--- src/rtl/vga_timing_out_if.sv ---
// ============================================================================
// Module      : vga_timing_out_if
// Description : Scan-coordinate, colour-return and VGA pin bundle for
//               vga_timing_out. Adds vblank when VGA_TIMING_VBLANK_EN is set.
// Revision    : 1.0 - initial release
// ============================================================================
`default_nettype none

interface vga_timing_out_if;
    logic [9:0]  sx;
    logic [9:0]  sy;
    logic [14:0] color;
    logic        line_start;
    logic        frame_start;
    logic        vga_hsync;
    logic        vga_vsync;
    logic        vga_de;
    logic [4:0]  vga_r;
    logic [4:0]  vga_g;
    logic [4:0]  vga_b;
`ifdef VGA_TIMING_VBLANK_EN
    logic        vblank;
`endif

    modport master (
`ifdef VGA_TIMING_VBLANK_EN
        output vblank,
`endif
        output sx, sy, line_start, frame_start,
        output vga_hsync, vga_vsync, vga_de, vga_r, vga_g, vga_b,
        input  color
    );

    modport slave (
`ifdef VGA_TIMING_VBLANK_EN
        input  vblank,
`endif
        input  sx, sy, line_start, frame_start,
        input  vga_hsync, vga_vsync, vga_de, vga_r, vga_g, vga_b,
        output color
    );
endinterface

`default_nettype wire

--- src/rtl/vga_timing_out.sv ---
// ============================================================================
// Module      : vga_timing_out
// Description : Free-running VGA timing generator with a delayed sync/de
//               line and registered colour output. Optional macro
//               VGA_TIMING_VBLANK_EN adds a registered vblank output.
// Revision    : 1.0 - initial release
// ============================================================================
`default_nettype none

module vga_timing_out #(
    parameter int   H_ACTIVE   = 800,
    parameter int   H_FP       = 40,
    parameter int   H_SYNC     = 48,
    parameter int   H_BP       = 40,
    parameter int   V_ACTIVE   = 480,
    parameter int   V_FP       = 13,
    parameter int   V_SYNC     = 3,
    parameter int   V_BP       = 29,
    parameter logic SYNC_POL   = 1'b0,
    parameter int   PIPE_DELAY = 2
) (
    input  logic                  clk,
    input  logic                  rst_n,
    vga_timing_out_if.master      vga
);

    localparam int C_H_TOTAL  = H_ACTIVE + H_FP + H_SYNC + H_BP;
    localparam int C_V_TOTAL  = V_ACTIVE + V_FP + V_SYNC + V_BP;
    localparam int C_HS_START = H_ACTIVE + H_FP;
    localparam int C_HS_END   = C_HS_START + H_SYNC;
    localparam int C_VS_START = V_ACTIVE + V_FP;
    localparam int C_VS_END   = C_VS_START + V_SYNC;

    logic [9:0] r_sx;
    logic [9:0] r_sy;
    logic [9:0] w_sx_next;
    logic [9:0] w_sy_next;
    logic       w_sx_last;
    logic       w_sy_last;

    logic       w_hs_raw;
    logic       w_vs_raw;
    logic       w_de_raw;
    logic       w_de_pre;

    logic [PIPE_DELAY-1:0] r_hs_dly;
    logic [PIPE_DELAY-1:0] r_vs_dly;
    logic [PIPE_DELAY-1:0] r_de_dly;

    logic [4:0] r_r;
    logic [4:0] r_g;
    logic [4:0] r_b;

    // ------------------------------------------------------------------
    // Scan counters
    // ------------------------------------------------------------------
    assign w_sx_last = (r_sx == 10'(C_H_TOTAL - 1));
    assign w_sy_last = (r_sy == 10'(C_V_TOTAL - 1));

    always_comb begin
        w_sx_next = r_sx + 10'd1;
        w_sy_next = r_sy;
        if (w_sx_last) begin
            w_sx_next = '0;
            w_sy_next = w_sy_last ? '0 : (r_sy + 10'd1);
        end
    end

    always_ff @(posedge clk or negedge rst_n) begin
        if (!rst_n) begin
            r_sx <= '0;
            r_sy <= '0;
        end else begin
            r_sx <= w_sx_next;
            r_sy <= w_sy_next;
        end
    end

    // Raw timing flags are kept active-high; polarity is applied at the pins.
    assign w_hs_raw = (r_sx >= 10'(C_HS_START)) && (r_sx < 10'(C_HS_END));
    assign w_vs_raw = (r_sy >= 10'(C_VS_START)) && (r_sy < 10'(C_VS_END));
    assign w_de_raw = (r_sx < 10'(H_ACTIVE)) && (r_sy < 10'(V_ACTIVE));

    // ------------------------------------------------------------------
    // Sync / data-enable delay line
    // ------------------------------------------------------------------
    generate
        if (PIPE_DELAY == 1) begin : g_dly_single
            always_ff @(posedge clk or negedge rst_n) begin
                if (!rst_n) begin
                    r_hs_dly <= '0;
                    r_vs_dly <= '0;
                    r_de_dly <= '0;
                end else begin
                    r_hs_dly <= w_hs_raw;
                    r_vs_dly <= w_vs_raw;
                    r_de_dly <= w_de_raw;
                end
            end
            assign w_de_pre = w_de_raw;
        end else begin : g_dly_chain
            always_ff @(posedge clk or negedge rst_n) begin
                if (!rst_n) begin
                    r_hs_dly <= '0;
                    r_vs_dly <= '0;
                    r_de_dly <= '0;
                end else begin
                    r_hs_dly <= {r_hs_dly[PIPE_DELAY-2:0], w_hs_raw};
                    r_vs_dly <= {r_vs_dly[PIPE_DELAY-2:0], w_vs_raw};
                    r_de_dly <= {r_de_dly[PIPE_DELAY-2:0], w_de_raw};
                end
            end
            // de entering the last stage on this edge gates the colour sample
            assign w_de_pre = r_de_dly[PIPE_DELAY-2];
        end
    endgenerate

    // ------------------------------------------------------------------
    // Colour output register
    // ------------------------------------------------------------------
    always_ff @(posedge clk or negedge rst_n) begin
        if (!rst_n) begin
            r_r <= '0;
            r_g <= '0;
            r_b <= '0;
        end else if (w_de_pre) begin
            r_r <= vga.color[14:10];
            r_g <= vga.color[9:5];
            r_b <= vga.color[4:0];
        end else begin
            r_r <= '0;
            r_g <= '0;
            r_b <= '0;
        end
    end

`ifdef VGA_TIMING_VBLANK_EN
    logic r_vblank;

    // Computed from the next line so vblank tracks sy on the same cycle.
    always_ff @(posedge clk or negedge rst_n) begin
        if (!rst_n) begin
            r_vblank <= 1'b0;
        end else begin
            r_vblank <= (w_sy_next >= 10'(V_ACTIVE));
        end
    end

    assign vga.vblank = r_vblank;
`endif

    assign vga.sx          = r_sx;
    assign vga.sy          = r_sy;
    assign vga.line_start  = (r_sx == 10'd0);
    assign vga.frame_start = (r_sx == 10'd0) && (r_sy == 10'd0);
    assign vga.vga_hsync   = r_hs_dly[PIPE_DELAY-1] ? SYNC_POL : ~SYNC_POL;
    assign vga.vga_vsync   = r_vs_dly[PIPE_DELAY-1] ? SYNC_POL : ~SYNC_POL;
    assign vga.vga_de      = r_de_dly[PIPE_DELAY-1];
    assign vga.vga_r       = r_r;
    assign vga.vga_g       = r_g;
    assign vga.vga_b       = r_b;

endmodule

`default_nettype wire
--- src/flat_wrapper.sv ---
// flat-port wrapper written by rule: the top's interface ports become plain ports
module vga_timing_out_flat 
#(
    parameter int   H_ACTIVE   = 800,
    parameter int   H_FP       = 40,
    parameter int   H_SYNC     = 48,
    parameter int   H_BP       = 40,
    parameter int   V_ACTIVE   = 480,
    parameter int   V_FP       = 13,
    parameter int   V_SYNC     = 3,
    parameter int   V_BP       = 29,
    parameter logic SYNC_POL   = 1'b0,
    parameter int   PIPE_DELAY = 2
)
  (clk, rst_n, vga_sx, vga_sy, vga_line_start, vga_frame_start, vga_vga_hsync, vga_vga_vsync, vga_vga_de, vga_vga_r, vga_vga_g, vga_vga_b, vga_color);
  vga_timing_out_if vga_i ();
  input  logic clk;
  input  logic rst_n;
  output wire logic [$bits(vga_i.sx)-1:0] vga_sx;
  output wire logic [$bits(vga_i.sy)-1:0] vga_sy;
  output wire logic [$bits(vga_i.line_start)-1:0] vga_line_start;
  output wire logic [$bits(vga_i.frame_start)-1:0] vga_frame_start;
  output wire logic [$bits(vga_i.vga_hsync)-1:0] vga_vga_hsync;
  output wire logic [$bits(vga_i.vga_vsync)-1:0] vga_vga_vsync;
  output wire logic [$bits(vga_i.vga_de)-1:0] vga_vga_de;
  output wire logic [$bits(vga_i.vga_r)-1:0] vga_vga_r;
  output wire logic [$bits(vga_i.vga_g)-1:0] vga_vga_g;
  output wire logic [$bits(vga_i.vga_b)-1:0] vga_vga_b;
  input wire logic [$bits(vga_i.color)-1:0] vga_color;
  assign vga_sx = vga_i.sx;
  assign vga_sy = vga_i.sy;
  assign vga_line_start = vga_i.line_start;
  assign vga_frame_start = vga_i.frame_start;
  assign vga_vga_hsync = vga_i.vga_hsync;
  assign vga_vga_vsync = vga_i.vga_vsync;
  assign vga_vga_de = vga_i.vga_de;
  assign vga_vga_r = vga_i.vga_r;
  assign vga_vga_g = vga_i.vga_g;
  assign vga_vga_b = vga_i.vga_b;
  assign vga_i.color = vga_color;
  vga_timing_out #(.H_ACTIVE(H_ACTIVE), .H_FP(H_FP), .H_SYNC(H_SYNC), .H_BP(H_BP), .V_ACTIVE(V_ACTIVE), .V_FP(V_FP), .V_SYNC(V_SYNC), .V_BP(V_BP), .SYNC_POL(SYNC_POL), .PIPE_DELAY(PIPE_DELAY)) u_core (.clk(clk), .rst_n(rst_n), .vga(vga_i));
endmodule
--- config.mk ---
export PLATFORM = sky130hd
export DESIGN_NAME = vga_timing_out_flat
export DESIGN_NICKNAME = d
export VERILOG_FILES = /design/src/rtl/vga_timing_out_if.sv /design/src/rtl/vga_timing_out.sv /design/src/flat_wrapper.sv
export SDC_FILE = /design/constraint.sdc
export NUM_CORES = 1
export LEC_CHECK = 0
export ABC_AREA = 0
export BUFFER_PORTS_ARGS = -buffer_cell sky130_fd_sc_hd__buf_2
export CAP_MARGIN = 10
export CORE_ASPECT_RATIO = 0.75
export CORE_MARGIN = 8
export CORE_UTILIZATION = 49
export DETAILED_ROUTE_END_ITERATION = 12
export PLACE_DENSITY = 0.76
export SLEW_MARGIN = 10
export SYNTH_ARGS = -nofsm -noshare
export SYNTH_HDL_FRONTEND = slang
export SYNTH_SLANG_ARGS = --single-unit
--- constraint.sdc ---
create_clock -name clk -period 2.6 [get_ports clk]
set_input_delay 0.13 -clock clk [delete_from_list [all_inputs] [get_ports clk]]
set_output_delay 0.13 -clock clk [all_outputs]
set_load 0.005 [all_outputs]
# [After elaboration in Yosys (flattened, before gate mapping)]
# Cells that the tools add are included.
# Widths: inputs -> output; s select.
[word_totals] reg_bits=41 in_bits=17 out_inout_bits=40 elab_cells=31
[classes] n_addsub=2 order_cmp=6 n_eq_ne=2 mux=7 reduce_logical=6
[ops] operator="$add 10x1->10 const B" count=2
[ops] operator="$eq 10x10->1 const B" count=2
[ops] operator="$logic_not 10->1" count=2
[ops] operator="$lt 10x10->1 const B" count=2
[ops] operator="$lt 10x9->1 const B" count=2
[ops] operator="$mux 10" count=2
[ops] operator="$mux 5" count=3
[ops] operator="$ge 10x10->1 const B" count=1
[ops] operator="$ge 10x9->1 const B" count=1
[ops] operator="$logic_and 1x1->1" count=4
[ops] operator="$mux 1" count=2

# [Longest topological paths before layout]
# Gate-level depths: netlist of the first run.
[logic_depth] word_depth=2 ltp_mapped=6 depth_no_buf=6

# [Least setup slack after synthesis of the first run]
# Ideal clock, no wire load.
[synth_timing] path_type="register -> register" from="register u_core.r_sx[0], in the netlist u_core.vga.sx[0]" to="register u_core.r_sy[9], in the netlist u_core.vga.sy[9]" setup_ns=0.077 t_arrival_ns=1.871 required_time_ns=2.523 setup_slack_ns=0.651 path_stages_with_launch=7 n_path_buf=1 period_less_slack_ns=1.949 cell_sequence="dfrtp_1 -> ha_1 -> nand3_2 -> or3_1 -> clkbuf_2 -> or4_1 -> a21oi_1"
[synth_between] elab_chain_cells=1
[synth_rtl] element="start: declaration" line_no="vga_timing_out.sv:34" rtl="logic [9:0] r_sx;"
[synth_rtl] element="start signal: assignment" line_no="vga_timing_out.sv:74" rtl="r_sx <= w_sx_next;"
[synth_rtl] element="$eq 10x10->1" line_no="vga_timing_out.sv:57" rtl="assign w_sx_last = (r_sx == 10'(C_H_TOTAL - 1));"
[synth_rtl] element="end signal: assignment" line_no="vga_timing_out.sv:75" rtl="r_sy <= w_sy_next;"
[synth_rtl] element="end: declaration" line_no="vga_timing_out.sv:35" rtl="logic [9:0] r_sy;"
# Every way passes these cells.
# A chain may end at the register's enable or synchronous reset.

# [Final worst setup path of the first run]
# Ends and elaborated chain as after synthesis.

==> results, run 1 <==
- Once the clock tree was built, the resizer swapped 0 gates to a different size.
- The summed instance area of the synthesized netlist is 1740 um^2.
- The final standard cell area without fillers is 2170 um^2.
- The total vias in the final route is 1398.
- The final net count is 242.
- For this design the static power due to leakage is 1.05 nW.
- The first detailed-routing pass took 4 iterations.
- The final weighted congestion of routability-driven global placement is 0.897.
- The post-synth net total is 182.
- The area growth from synthesis to layout is 24.7%.
- In the global route stage, met2 resource usage came out at 22.1%.
- In this run the worst path has a maximum fanout of 8.
- Setup violations remaining at the end of the flow were counted as 0.
- The critical path endpoint category is a flop.
- Once detailed placement completed, the half-perimeter wirelength came to 2870 um.
- The worst path uses 81.7% of the clock period.
- The first global-routing pass estimated 6570 um of wire.
- The logic depth of the worst register-to-register path is 5.
- CTS built an H-tree with a depth of 2.
- The worst setup path is launched from a flop.
- The proportion of synthesized chip area in sequential cells is 59.0%.
- The number of antenna violations at the first check in global routing is 0.
- Setup repair after global routing left no endpoint under its margin.
- Along the worst hold path, the cell count comes to 2.
- The synthesized design contains 0 enable-type register cells.
- The average footprint of a synthesized cell is 10.9 um^2.
- Of the cells placed in the final design, the portion with a size suffix greater than 1 is 32.0%.
- Cells fill 65.1% of the core in the end.
- The floorplan step set the die width to 84.8 um.
- Across the routed clock network, the largest skew measured is 0.00653 ns.
- Traced cell by cell, the critical path runs through ha_1, nand3_2, or3_1, or4_1, a21oi_1.
- The region available for standard cell placement spans 3330 um^2.
- The clock tree root driver cell is sky130_fd_sc_hd__clkbuf_8.
- sky130_fd_sc_hd__dfrtp_1 takes more of the synthesized area than any other cell.
- The peak supply drop is 0.372 mV.
- The area share of xor/xnor cells in the synthesized design is 4.03%.
- 57 I/O pins were placed.
- Data arrives at the worst endpoint at 2.34 ns.
- The hold-fix buffer count after cts is 1.
- The portion of netlist area occupied by mux cells is 0.575%.
- Summing all multi-input logic gate instances after layout gives 654 um^2.
- In the global route stage, met3 resource usage came out at 7.88%.
- The simple logic cell fraction of the synthesized area is 22.0%.
- After synthesis, the cell types taking the most area are sky130_fd_sc_hd__dfrtp_1 59%, sky130_fd_sc_hd__and2_1 5.4%, sky130_fd_sc_hd__ha_1 4.3%.
- The total DRC errors in the routed layout is 0.
- The number of instances in the synthesized netlist is 159.
- The initialized floorplan defines 18 standard-cell rows.
- The family of cells with the greatest summed delay on the critical path is simple AND/OR/NAND/NOR gates.
- The clock insertion delay at the later pin of the skew report is 0.29 ns.
- In this run the cell area measured after placement is 2060 um^2.
- For this run, the leading register cell type out of synthesis is sky130_fd_sc_hd__dfrtp_1.
- The post-layout instance count excluding filler cells is 259.
- The flow ran to the end, and the final reports show no timing, DRC or antenna violations.
- In this run the number of cells on the critical path is 5.
- The class of the most critical hold timing path is in2reg.
- The die covers 5730 um^2.
- At the worst endpoint, the required time is 2.81 ns.
- The number of antenna repair diodes is 0.
- The initial core utilization is 52.2%.
- The worst relative slew slack is 41.9%.
- Of the total synthesized cell area, the portion taken by full adders, half adders and majority gates is 4.31%.
- The number of warning messages in the yosys log is 0.
- The count of fill cells added during filler insertion is 275.
- The remaining global-route overflow is 0.
- The total wire length after detailed routing is 3950 um.
- The async set or reset register ratio after synthesis is 100%.
- After detailed routing, the number of vias per cell comes to 5.40.
- The maximum achievable frequency is 0.471 GHz.
- At the pin with the least slew margin, the transition time is 0.872 ns.
- The clock drives 41 sinks.
- The final number of max-transition violations came to 0.
- The critical path contains buffers and inverters numbering 0 combined.
- After clock tree synthesis, the clock-pin slew on the worst setup and hold paths is 0.08 ns.
- The final setup TNS is 0 ns.
- By area, the combinational part of the netlist is dominated by simple AND/OR/NAND/NOR gates.
- Counting flops and latches in the post-synthesis netlist gives 41.
- The detailed-route wire length per cell is 15.2 um.
- The smallest clock period supported by the final layout is computed as 2.13 ns.
- At the placement stage, the worst setup path has a slack of 0.536 ns.
- The count of max-cap constraint violations is 0.
- The first routing iteration left 55 violations.
- The via count of the first global-routing pass was 1374.
- The fraction of post-synthesis cell area in the top cell type by area is 59.0%.
- Summing the areas of all compound-gate instances in the mapped netlist gives 6.69% of the synthesized area.
- The footprint of the flip-flops and latches is 1030 um^2.
- The kind of critical path is reg2reg.
- Clock tree synthesis inserted a total of 5 buffers.
- The number of distinct library cells after synthesis is 34.
- The total routing resource utilization after global routing is 14.7%.
- The library cell with the highest instance count after synthesis is sky130_fd_sc_hd__dfrtp_1.
- The global routing stage identified its most utilized layer as met2.
- The met1 demand-to-capacity share in global routing is 17.8%.
- The pin count of the biggest net entering global routing is 42.
- The commonest cells after synthesis are 41 x sky130_fd_sc_hd__dfrtp_1, 15 x sky130_fd_sc_hd__and2_1, 11 x sky130_fd_sc_hd__nand3_1.
- From bottom edge to top edge, the die measures 67.6 um.
- The final setup slack of the worst path is 0.475 ns.
- The count of buffers added on input and output ports is 56.
- The maximum cell stage delay along the critical path is 0.54 ns.
- The clock tree from TritonCTS is built.
- The worst-case clock buffer depth is 2.
- The cell area power density is 544 nW/um^2.
- The count of placed standard cells including taps is 251.
- The detail route stage leaves a number of antenna-violating nets equal to 0.
- Post-CTS timing repair inserted 0 buffers for setup.
- The final number of hold-violating endpoints is 0.
- The slowest stage of the critical path is the sky130_fd_sc_hd__or4_1 cell.
## where the power goes
| group | switching, W | internal (W) | total [W] |
|---|---|---|---|
| logic | 0.0000233 | 0.0000229 | 0.0000462 |
| clock network | 0.000204 | 0.000279 | 0.000482 |
| registers | 0.00000276 | 0.000649 | 0.000652 |
| total | 0.000230 | 0.000951 | 0.00118 |
## cell families (layout without fill, tap and decap cells)
group,after synthesis,in the layout
buf+inv,15,75
xor+xnor,8,8
compound gates,20,20
fa+ha+maj,6,6
flops,41,41
mux,1,1
simple gates,68,68
## sequential cells by signal, summed over array words and instances (netlist names)
register          flops
u_core.vga.vga_b      5
u_core.vga.sy        10
u_core.r_de_dly       2
u_core.vga.sx        10
u_core.r_vs_dly       2
u_core.r_hs_dly       2
u_core.vga.vga_r      5
u_core.vga.vga_g      5
## metal layers
metal / vias to the layer above / share of wire [%]
met4: 0 / 1.2
met5: - / 0
li1: 657 / -
met2: 68 / 43
met3: 7 / 9.9
met1: 666 / 46
## final cells by class
cell class / count / area share, %
sequential: 41 / 47.3
multi-input combinational: 103 / 30.2
timing repair buffer: 58 / 13.7
clock buffer: 5 / 3.17
tap: 40 / 2.31
inverter: 10 / 1.73
clock inverter: 2 / 1.61
## worst paths after layout
| kind | startpoint | endpoint | slack [ns] |
|---|---|---|---|
| max | u_core.vga.sx[0] | u_core.vga.sy[9] | 0.47 |
| min in group asynchronous | rst_n | u_core.vga.vga_b[0] | 0.51 |
| min reg2reg | u_core.r_vs_dly[0] | u_core.r_vs_dly[1] | 0.34 |
| max reg2reg | u_core.vga.sx[0] | u_core.vga.sy[9] | 0.47 |
| max in group asynchronous | rst_n | u_core.vga.sy[0] | 1.55 |
| min | vga_color[1] | u_core.vga.vga_b[1] | 0.05 |
## through the flow
step | hold slack [ns] | total power [W]
2_1_floorplan | -0.166 | 0.000674
3_3_place_gp | 0.281 | 0.000709
3_5_place_dp | 0.303 | 0.000711
5_1_grt | 0.0445 | 0.00123
6_report | 0.0486 | 0.00118
4_1_cts | 0.0446 | 0.00119
## cell usage in the layout (no fill, tap or decap)
master / Yosys / routed
sky130_fd_sc_hd__mux2i_1: 1 / 1
sky130_fd_sc_hd__nand2_1: 8 / 8
sky130_fd_sc_hd__o2111ai_1: 1 / 1
sky130_fd_sc_hd__a21oi_1: 4 / 4
sky130_fd_sc_hd__nor4b_1: 1 / 1
sky130_fd_sc_hd__or4_1: 1 / 1
sky130_fd_sc_hd__xnor2_1: 4 / 4
sky130_fd_sc_hd__buf_2: 1 / 56
sky130_fd_sc_hd__and2_1: 15 / 15
sky130_fd_sc_hd__o21ai_0: 10 / 10
sky130_fd_sc_hd__nor3_1: 7 / 7
sky130_fd_sc_hd__nor2_1: 7 / 7
sky130_fd_sc_hd__dlygate4sd3_1: 0 / 1
sky130_fd_sc_hd__o21a_1: 1 / 1
sky130_fd_sc_hd__a31oi_1: 1 / 1
sky130_fd_sc_hd__or3_1: 2 / 2
sky130_fd_sc_hd__nand4_1: 2 / 2
sky130_fd_sc_hd__clkinv_2: 0 / 1
sky130_fd_sc_hd__nand3_1: 11 / 11
sky130_fd_sc_hd__a22o_1: 1 / 1
sky130_fd_sc_hd__nand3_2: 1 / 1
sky130_fd_sc_hd__or2_4: 1 / 1
sky130_fd_sc_hd__or3_2: 1 / 1
sky130_fd_sc_hd__and2_2: 1 / 1
sky130_fd_sc_hd__and4_1: 1 / 1
sky130_fd_sc_hd__dfrtp_1: 41 / 41
sky130_fd_sc_hd__nor4_1: 3 / 3
sky130_fd_sc_hd__nor2b_1: 2 / 2
sky130_fd_sc_hd__bufinv_16: 0 / 1
sky130_fd_sc_hd__o31ai_1: 2 / 2
sky130_fd_sc_hd__xor2_1: 4 / 4
sky130_fd_sc_hd__buf_4: 0 / 1
sky130_fd_sc_hd__clkbuf_8: 0 / 5
sky130_fd_sc_hd__and3_1: 2 / 2
sky130_fd_sc_hd__and3_2: 2 / 2
sky130_fd_sc_hd__ha_1: 6 / 6
sky130_fd_sc_hd__inv_1: 10 / 10
No activity file was read; power rests on OpenSTA's default activity.
==> run 2: changes to the inputs <==
--- a/config.mk
+++ b/config.mk
@@ -5,14 +5,14 @@
 export SDC_FILE = /design/constraint.sdc
 export NUM_CORES = 1
 export LEC_CHECK = 0
-export ABC_AREA = 0
+export ABC_AREA = 1
 export BUFFER_PORTS_ARGS = -buffer_cell sky130_fd_sc_hd__buf_2
 export CAP_MARGIN = 10
 export CORE_ASPECT_RATIO = 0.75
 export CORE_MARGIN = 8
-export CORE_UTILIZATION = 49
+export CORE_UTILIZATION = 51
 export DETAILED_ROUTE_END_ITERATION = 12
-export PLACE_DENSITY = 0.76
+export PLACE_DENSITY = 0.77
 export SLEW_MARGIN = 10
 export SYNTH_ARGS = -nofsm -noshare
 export SYNTH_HDL_FRONTEND = slang
==> constraint.sdc (replaced) <==
create_clock -name clk -period 2.2 [get_ports clk]
set_input_delay 0.11 -clock clk [delete_from_list [all_inputs] [get_ports clk]]
set_output_delay 0.11 -clock clk [all_outputs]
set_load 0.005 [all_outputs]
==> results, run 2 <==
- The number of antenna repair diodes is 0 (unchanged).
- Leaving out fill and tap cells, the most frequent cells in the layout are 56 x sky130_fd_sc_hd__buf_2, 50 x sky130_fd_sc_hd__nand2_1, 43 x sky130_fd_sc_hd__inv_1.
- The maximum fanout encountered on the critical timing path is 6 (-2).
- The number of clock buffers inserted by TritonCTS came to 5 (unchanged).
- The number of warning messages in the yosys log is 0 (unchanged).
- The post-layout instance count excluding filler cells is 345 (+33%).
- The total power of the final layout is 0.00146 W (+24%).
- The path class of the tightest hold or removal check is in2reg.
- The cell type of the slowest stage on the worst timing path is sky130_fd_sc_hd__dfrtp_1.
- The count of max-cap constraint violations is 0 (unchanged).
- The fraction of post-synthesis cell area in the top cell type by area is 52.1% (-6.9 points).
- The peak supply drop is 0.382 mV (+2.8%).
- The summed instance area of the synthesized netlist is 1970 um^2 (+13%).
- TritonCTS built the clock tree.
- The hold-fix buffer count after cts is 2 (+1).
- The number of core rows is 19 (+1).
- The wire length of the first global-routing pass is 6910 um (+5.3%).
- The library cell with the highest instance count after synthesis is sky130_fd_sc_hd__nand2_1.
- The area growth from synthesis to layout is 23.2%.
- The most frequent standard cell in the layout excluding fill and tap cells is sky130_fd_sc_hd__buf_2.
- Ranked by total cell area, the synthesized netlist is headed by sky130_fd_sc_hd__dfrtp_1 52%, sky130_fd_sc_hd__nand2_1 9.5%, sky130_fd_sc_hd__inv_1 8.2%.
- The height of the die is 69.8 um (+3.3%).
- The final net count is 315 (+30%).
- The placement-stage cell area was 2290 um^2 (+11%).
- The share of final-layout standard cells stronger than drive strength 1 is 28.7% (-3.3 points).
- The leading register cell type out of synthesis is sky130_fd_sc_hd__dfrtp_1.
- The proportion of synthesized chip area in sequential cells was 52.1% (-6.9 points).
- The first-iteration detailed-routing DRC count came to 109 (+98%).
- The buffer count from post-CTS setup fixing is 0 (unchanged).
- Walking the worst path, the cells encountered are inv_1, ha_1, nand4_1, nor3_1, buf_2.
- The half-perimeter wire length of the detailed placement result is 3160 um (+10%).
- The type of element launching the critical path is a flop.
- The count of placed standard cells including taps is 335 (+33%).
- The worst relative slew slack came to 41.9% (+0.071 points).
- The number of antenna violations at the first check in global routing came to 0 (unchanged).
- The time the final worst path needs with I/O delays and setup is 1.67 ns.
- The number of instances in the synthesized netlist is 231 (+45%).
- The average footprint of a synthesized cell was 8.53 um^2 (-22%).
- The pin count of the biggest net entering global routing was 42 (unchanged).
- The final setup TNS is 0 ns (unchanged).
- The post-synth net total was 254 (+40%).
- The cell area power density is 601 nW/um^2 (+11%).
- The number of distinct library cells after synthesis came to 28 (-18%).
- The number of enable-type register cells in the synthesized netlist came to 0 (unchanged).
- The worst-margin pin slew is 0.871 ns (-0.00107 ns).
- The remaining global-route overflow is 0 (unchanged).
- The total wire length after detailed routing came to 4300 um (+8.8%).
- The clock input transition at the sequential cells of the worst setup and hold paths came to 0.08 ns (about the same).
- The maximum level of the CTS H-tree is 2 (unchanged).
- The startpoint identified for the worst register-to-register timing path is u_core.vga.sx[0].
- The critical path endpoint category is an output pin.
- The async set or reset register ratio after synthesis was 100% (unchanged).
- The core footprint is 3680 um^2 (+11%).
- The leakage power is 1.38 nW (+31%).
- The worst slack on hold paths was 0.00711 ns (-0.0415 ns).
- The register-to-register path setup slack is 0.72 ns (+0.25 ns).
- Setup repair after global routing left no endpoint under its margin.
- The clock tree root driver cell is sky130_fd_sc_hd__clkbuf_8.
- The worst setup path is of the reg2out kind.
- The maximum achievable frequency is 0.598 GHz.
- The beginning of the worst hold path is vga_color[8].
- The total routing resource utilization after global routing is 14.1% (-0.55 points).
- In the synthesized netlist, the cells that appear most often are 50 x sky130_fd_sc_hd__nand2_1, 43 x sky130_fd_sc_hd__inv_1, 41 x sky130_fd_sc_hd__dfrtp_1.
- The worst-case clock buffer depth is 2 (unchanged).
- The post-detailed-route count of antenna-violating nets came to 0 (unchanged).
- The initial core utilization is 53.5% (+1.3 points).
- The cell type with the highest aggregate area in the netlist is sky130_fd_sc_hd__dfrtp_1.
- The number of gates given a new drive strength after cts is 0 (unchanged).
- The count of input and output buffers came to 56 (unchanged).
- The arrival time of the worst setup path is 1.56 ns (-0.78 ns).
- The total DRC errors in the routed layout is 0 (unchanged).
- The final number of hold-violating endpoints is 0 (unchanged).
- The count of final setup violators was 0 (unchanged).
- The endpoint required time on the critical path is 2.09 ns (-0.72 ns).
- The floorplan die area came to 6130 um^2 (+6.9%).
- The flow ran to the end, and the final reports show no timing, DRC or antenna violations.
- The clock insertion delay at the later pin of the skew report is 0.29 ns (about the same).
- The final number of max-transition violations came to 0 (unchanged).
- The detail-routed via count per cell is 4.69 (-13%).
- The die outline width came to 87.8 um (+3.5%).
- The clock tree skew after final layout came to 0.00854 ns (+0.00201 ns).
- The final weighted congestion of routability-driven global placement is 0.850 (-5.2%).
- The total vias in the final route is 1619 (+16%).
- The maximum cell stage delay along the critical path is 0.45 ns (-0.09 ns).
- Tracing the worst setup path back leads to its startpoint at u_core.vga.sy[0].
- The number of top-level pins is 57 (unchanged).
- The final clock period utilization by the worst path is 76.0%.
- The number of detailed-routing iterations run before antenna repair is 4 (unchanged).
- The via count of the first global-routing pass is 1481 (+7.8%).
- The total number of clock tree sinks came to 41 (unchanged).
- The number of synthesized register bits is 41 (unchanged).
- The final standard cell area without fillers is 2430 um^2 (+12%).
- The detailed-route wire length per cell was 12.5 um (-18%).
run 2: changes by cell type after synthesis, moves of 4 or more:
cell,previous run,this run
sky130_fd_sc_hd__nor2_1,7,24
sky130_fd_sc_hd__and2_1,15,0
sky130_fd_sc_hd__inv_1,10,43
sky130_fd_sc_hd__o21ai_0,10,4
sky130_fd_sc_hd__inv_2,0,5
sky130_fd_sc_hd__nor2_2,0,6
sky130_fd_sc_hd__nand4_1,2,6
sky130_fd_sc_hd__nand2_1,8,50
run 2: routing by layer:
layer	wire length (um)	GRT usage, %	share of wire, %	up-vias
met5	0	0	0	-
li1	-	-	-	828
met3	475	4.62	11	4
met2	1700	19.6	40	64
met1	2080	19.8	48	723
met4	36	4.56	0.84	0
run 2: worst paths after layout:
check / cells after the start / to
worst max register to register: 7 / u_core.vga.sy[0]
min in group asynchronous: 2 / u_core.r_vs_dly[0]
worst max-delay path: 5 / vga_frame_start
worst min-delay path: 3 / u_core.vga.vga_g[3]
max in group asynchronous: 2 / u_core.r_vs_dly[1]
worst min register to register: 0 / u_core.r_hs_dly[1]
run 2: logic make-up (layout without fill, tap and decap cells):
group	Yosys count	after routing	share of synthesized area, %
xor+xnor	7	7	3.11
fa+ha+maj	6	6	3.81
flops	41	41	52.1
buf+inv	53	115	11.0
simple gates	111	111	26.4
compound gates	13	13	3.62
run 2: worst max-delay path: cells and delay by family (launching register included):
family / cells / cell delay [ns]
flip-flops: 1 / 0.45
AND/OR/NAND/NOR: 2 / 0.37
buffers and inverters: 2 / 0.28
adder cells (fa/ha/maj): 1 / 0.16
run 2: through the flow:
stage	worst slack (ns)	utilization, %
floorplan	0.903	-
global placement	0.772	62.1
detailed placement	0.758	62.1
CTS	0.507	65.9
global route	0.355	65.9
finish	0.528	65.9
run 2: layout make-up:
type,instances,area (um^2)
Inverter,49,189
Fill cell,330,1260
Multi-Input combinational cell,137,728
Clock inverter,2,37.5
Tap cell,52,65.1
Clock buffer,6,82.6
Timing Repair Buffer,58,300
Sequential cell,41,1030
run 2: where the power goes:
group           total, W  switching, W  leakage (nW)  internal (W)
sequential      0.000769    0.00000281         0.513      0.000767
clock           0.000633      0.000265        0.0574      0.000369
combinational  0.0000576     0.0000315         0.806     0.0000262
total            0.00146      0.000299          1.38       0.00116
==> run 3: changes to the inputs <==
--- a/config.mk
+++ b/config.mk
@@ -10,9 +10,9 @@
 export CAP_MARGIN = 10
 export CORE_ASPECT_RATIO = 0.75
 export CORE_MARGIN = 8
-export CORE_UTILIZATION = 51
+export CORE_UTILIZATION = 46
 export DETAILED_ROUTE_END_ITERATION = 12
-export PLACE_DENSITY = 0.77
+export PLACE_DENSITY = 0.73
 export SLEW_MARGIN = 10
 export SYNTH_ARGS = -nofsm -noshare
 export SYNTH_HDL_FRONTEND = slang
==> constraint.sdc (replaced) <==
create_clock -name clk -period 1.4 [get_ports clk]
set_input_delay 0.07 -clock clk [delete_from_list [all_inputs] [get_ports clk]]
set_output_delay 0.07 -clock clk [all_outputs]
set_load 0.005 [all_outputs]
==> results, run 3 (synthesis results as in run 2) <==
- The run finished, with violations left.
- The final reports fail on setup timing.
- The core footprint is 4080 um^2 (+11%).
- The area of the multi-input gates was 811 um^2 (+11%).
- The footprint of the flip-flops and latches is 1030 um^2 (+0.61%).
- The height of the die was 72.7 um (+4.1%).
- The clock tree skew after final layout came to 0.00268 ns (-0.00586 ns).
- The endpoint required time on the critical path is 1.33 ns (-0.76 ns).
- The post-detailed-route count of antenna-violating nets is 0 (unchanged).
- The number of antenna violations at the first check in global routing is 0 (unchanged).
- The worst-case clock buffer depth is 2 (unchanged).
- The share of final-layout standard cells stronger than drive strength 1 came to 38.2% (+9.6 points).
- The count of max-cap constraint violations was 0 (unchanged).
- Setup repair after global routing could not meet its margin everywhere.
- The initial core utilization came to 48.3% (-5.2 points).
- The half-perimeter wire length of the detailed placement result is 3580 um (+13%).
- The number of detailed-routing iterations run before antenna repair came to 4 (unchanged).
- The clock tree from TritonCTS is built.
- The floorplan die area was 6660 um^2 (+8.6%).
- The final setup slack of the worst path was -0.166 ns (-0.694 ns).
- The count of final setup violators is 10 (+10).
- The count of placed standard cells including taps is 349 (+4.2%).
- By startpoint and endpoint, the worst setup path is classified as reg2out.
- The maximum achievable frequency is 0.639 GHz.
- The count of fill cells added during filler insertion came to 313 (-5.2%).
- The number of antenna repair diodes is 0 (unchanged).
- The total routing resource utilization after global routing is 16.7% (+2.6 points).
- The maximum fanout encountered on the critical timing path is 3 (-3).
- The detail-routed via count per cell is 4.75 (+1.2%).
- The via count of the first global-routing pass is 1779 (+20%).
- The worst relative slew slack is 65.6% (+24 points).
- The detailed-route wire length per cell is 14.2 um (+14%).
- The final number of max-transition violations is 0 (unchanged).
- The critical path endpoint category is an output pin.
- The pin count of the biggest net entering global routing came to 24 (-43%).
- The logic depth of the worst register-to-register path came to 7 (unchanged).
- The time the final worst path needs with I/O delays and setup is 1.57 ns.
- The register-to-register path setup slack was -0.06 ns (-0.78 ns).
- The clock insertion delay at the later pin of the skew report is 0.30 ns (about the same).
- The number of clock buffers inserted by TritonCTS came to 5 (unchanged).
- The total wire length after detailed routing is 5420 um (+26%).
- The total vias in the final route was 1815 (+12%).
- The peak supply drop was 0.555 mV (+45%).
- The total DRC errors in the routed layout is 0 (unchanged).
- The wire length of the first global-routing pass is 8980 um (+30%).
- The final weighted congestion of routability-driven global placement is 0.877 (+3.2%).
- The number of core rows is 20 (+1).
- The arrival time of the worst setup path is 1.50 ns (-0.06 ns).
- The clock input transition at the sequential cells of the worst setup and hold paths came to 0.08 ns (about the same).
- The cell area power density came to 833 nW/um^2 (+39%).
- The final cell utilization of the core is 69.4% (+3.5 points).
- The worst-margin pin slew was 0.517 ns (-0.354 ns).
- The root buffer cell chosen for the clock tree is sky130_fd_sc_hd__clkbuf_8.
- Compared with the post-synthesis result, the final layout area differs by 43.6%.
- The first-iteration detailed-routing DRC count is 79 (-28%).
- The worst register-to-register path ends at u_core.vga.sy[9].
- The post-layout instance count excluding filler cells is 382 (+11%).
- The final critical path takes up 112% of the cycle.
- In the layout the commonest cells are 56 x sky130_fd_sc_hd__buf_2, 46 x sky130_fd_sc_hd__nand2_1, 41 x sky130_fd_sc_hd__inv_1.
- The leakage power is 1.56 nW (+13%).
- The startpoint identified for the worst register-to-register timing path is u_core.vga.sx[0].
- The remaining global-route overflow is 0 (unchanged).
- The number of top-level pins is 57 (unchanged).
- The worst setup path is launched from a flop.
- The maximum level of the CTS H-tree came to 2 (unchanged).
- The total number of clock tree sinks came to 41 (unchanged).
- The count of input and output buffers is 56 (unchanged).
- The final number of hold-violating endpoints is 0 (unchanged).
- The final net count is 349 (+11%).
- The library cell used most frequently in the layout, excluding fill and tap cells, is sky130_fd_sc_hd__buf_2.
- The die outline width is 91.6 um (+4.3%).
- In this run the worst hold path is classified as in2async.
## run 3: final cells by class
class,instances,area share (%)
Tap cell,55,2.43
Sequential cell,41,36.5
Clock buffer,6,2.92
Clock inverter,2,1.33
Inverter,49,6.76
Timing Repair Buffer,91,21.4
Multi-Input combinational cell,138,28.6
## run 3: critical path, cell delays in order (launching register included)
cell and delay (ns):
sky130_fd_sc_hd__dfrtp_1 0.42, sky130_fd_sc_hd__inv_1 0.07, sky130_fd_sc_hd__ha_1 0.14, sky130_fd_sc_hd__nand4_1 0.09, sky130_fd_sc_hd__nor2_1 0.10, sky130_fd_sc_hd__nand2_1 0.09, sky130_fd_sc_hd__nor3_2 0.14, sky130_fd_sc_hd__buf_2 0.15
## run 3: worst max-delay path by stage
stage                           from          endpoint  slack (ns)  depth (start not counted)
finish              u_core.vga.sx[0]   vga_frame_start       -0.17                          7
global placement    u_core.vga.sx[0]  u_core.vga.sy[8]      -0.006                          6
global route        u_core.vga.sx[0]   vga_frame_start       -0.25                          7
CTS                 u_core.vga.sx[0]   vga_frame_start       -0.12                          7
detailed placement  u_core.vga.sx[0]  u_core.vga.sy[7]       -0.03                          5
floorplan           u_core.vga.sx[0]  u_core.vga.sy[9]        0.10                          6
## run 3: metrics by stage
stage	instance area, um^2	power, W	TNS [ns]	hold slack (ns)	setup slack, ns
2_1_floorplan	1970	0.00125	0	-0.226	0.103
3_3_place_gp	2390	0.00133	-0.0103	0.0748	-0.00599
3_5_place_dp	2390	0.00133	-0.0459	0.0681	-0.0251
4_1_cts	2750	0.00238	-0.158	0.277	-0.121
5_1_grt	2830	0.00245	-1.58	0.330	-0.249
6_report	2830	0.00236	-0.449	0.270	-0.166
## run 3: what timing repair did
action / 4_1_cts / 5_1_grt
gates resized for setup: 8 / 22
hold endpoints to repair: 37 / 0
endpoints found under the setup margin: 10 / 18
pin swaps: 1 / 5
setup buffers: 5 / 3
cloned: 1 / 0
hold buffers: 16 / 0
## run 3: layer usage
metal	track usage, %	vias to the layer above	wire (um)	share of wire [%]
li1	-	892	-	-
met2	24.6	64	2310	43
met3	5.76	8	513	9.5
met4	5.42	0	66	1.2
met1	22.4	851	2530	47
met5	0	-	0	0
## run 3: power breakdown
part | internal, W | total, W | leakage [nW] | switching, W
Sequential | 0.00120 | 0.00121 | 0.506 | 0.00000543
Clock | 0.000580 | 0.00102 | 0.0574 | 0.000437
Combinational | 0.0000722 | 0.000132 | 0.992 | 0.0000594
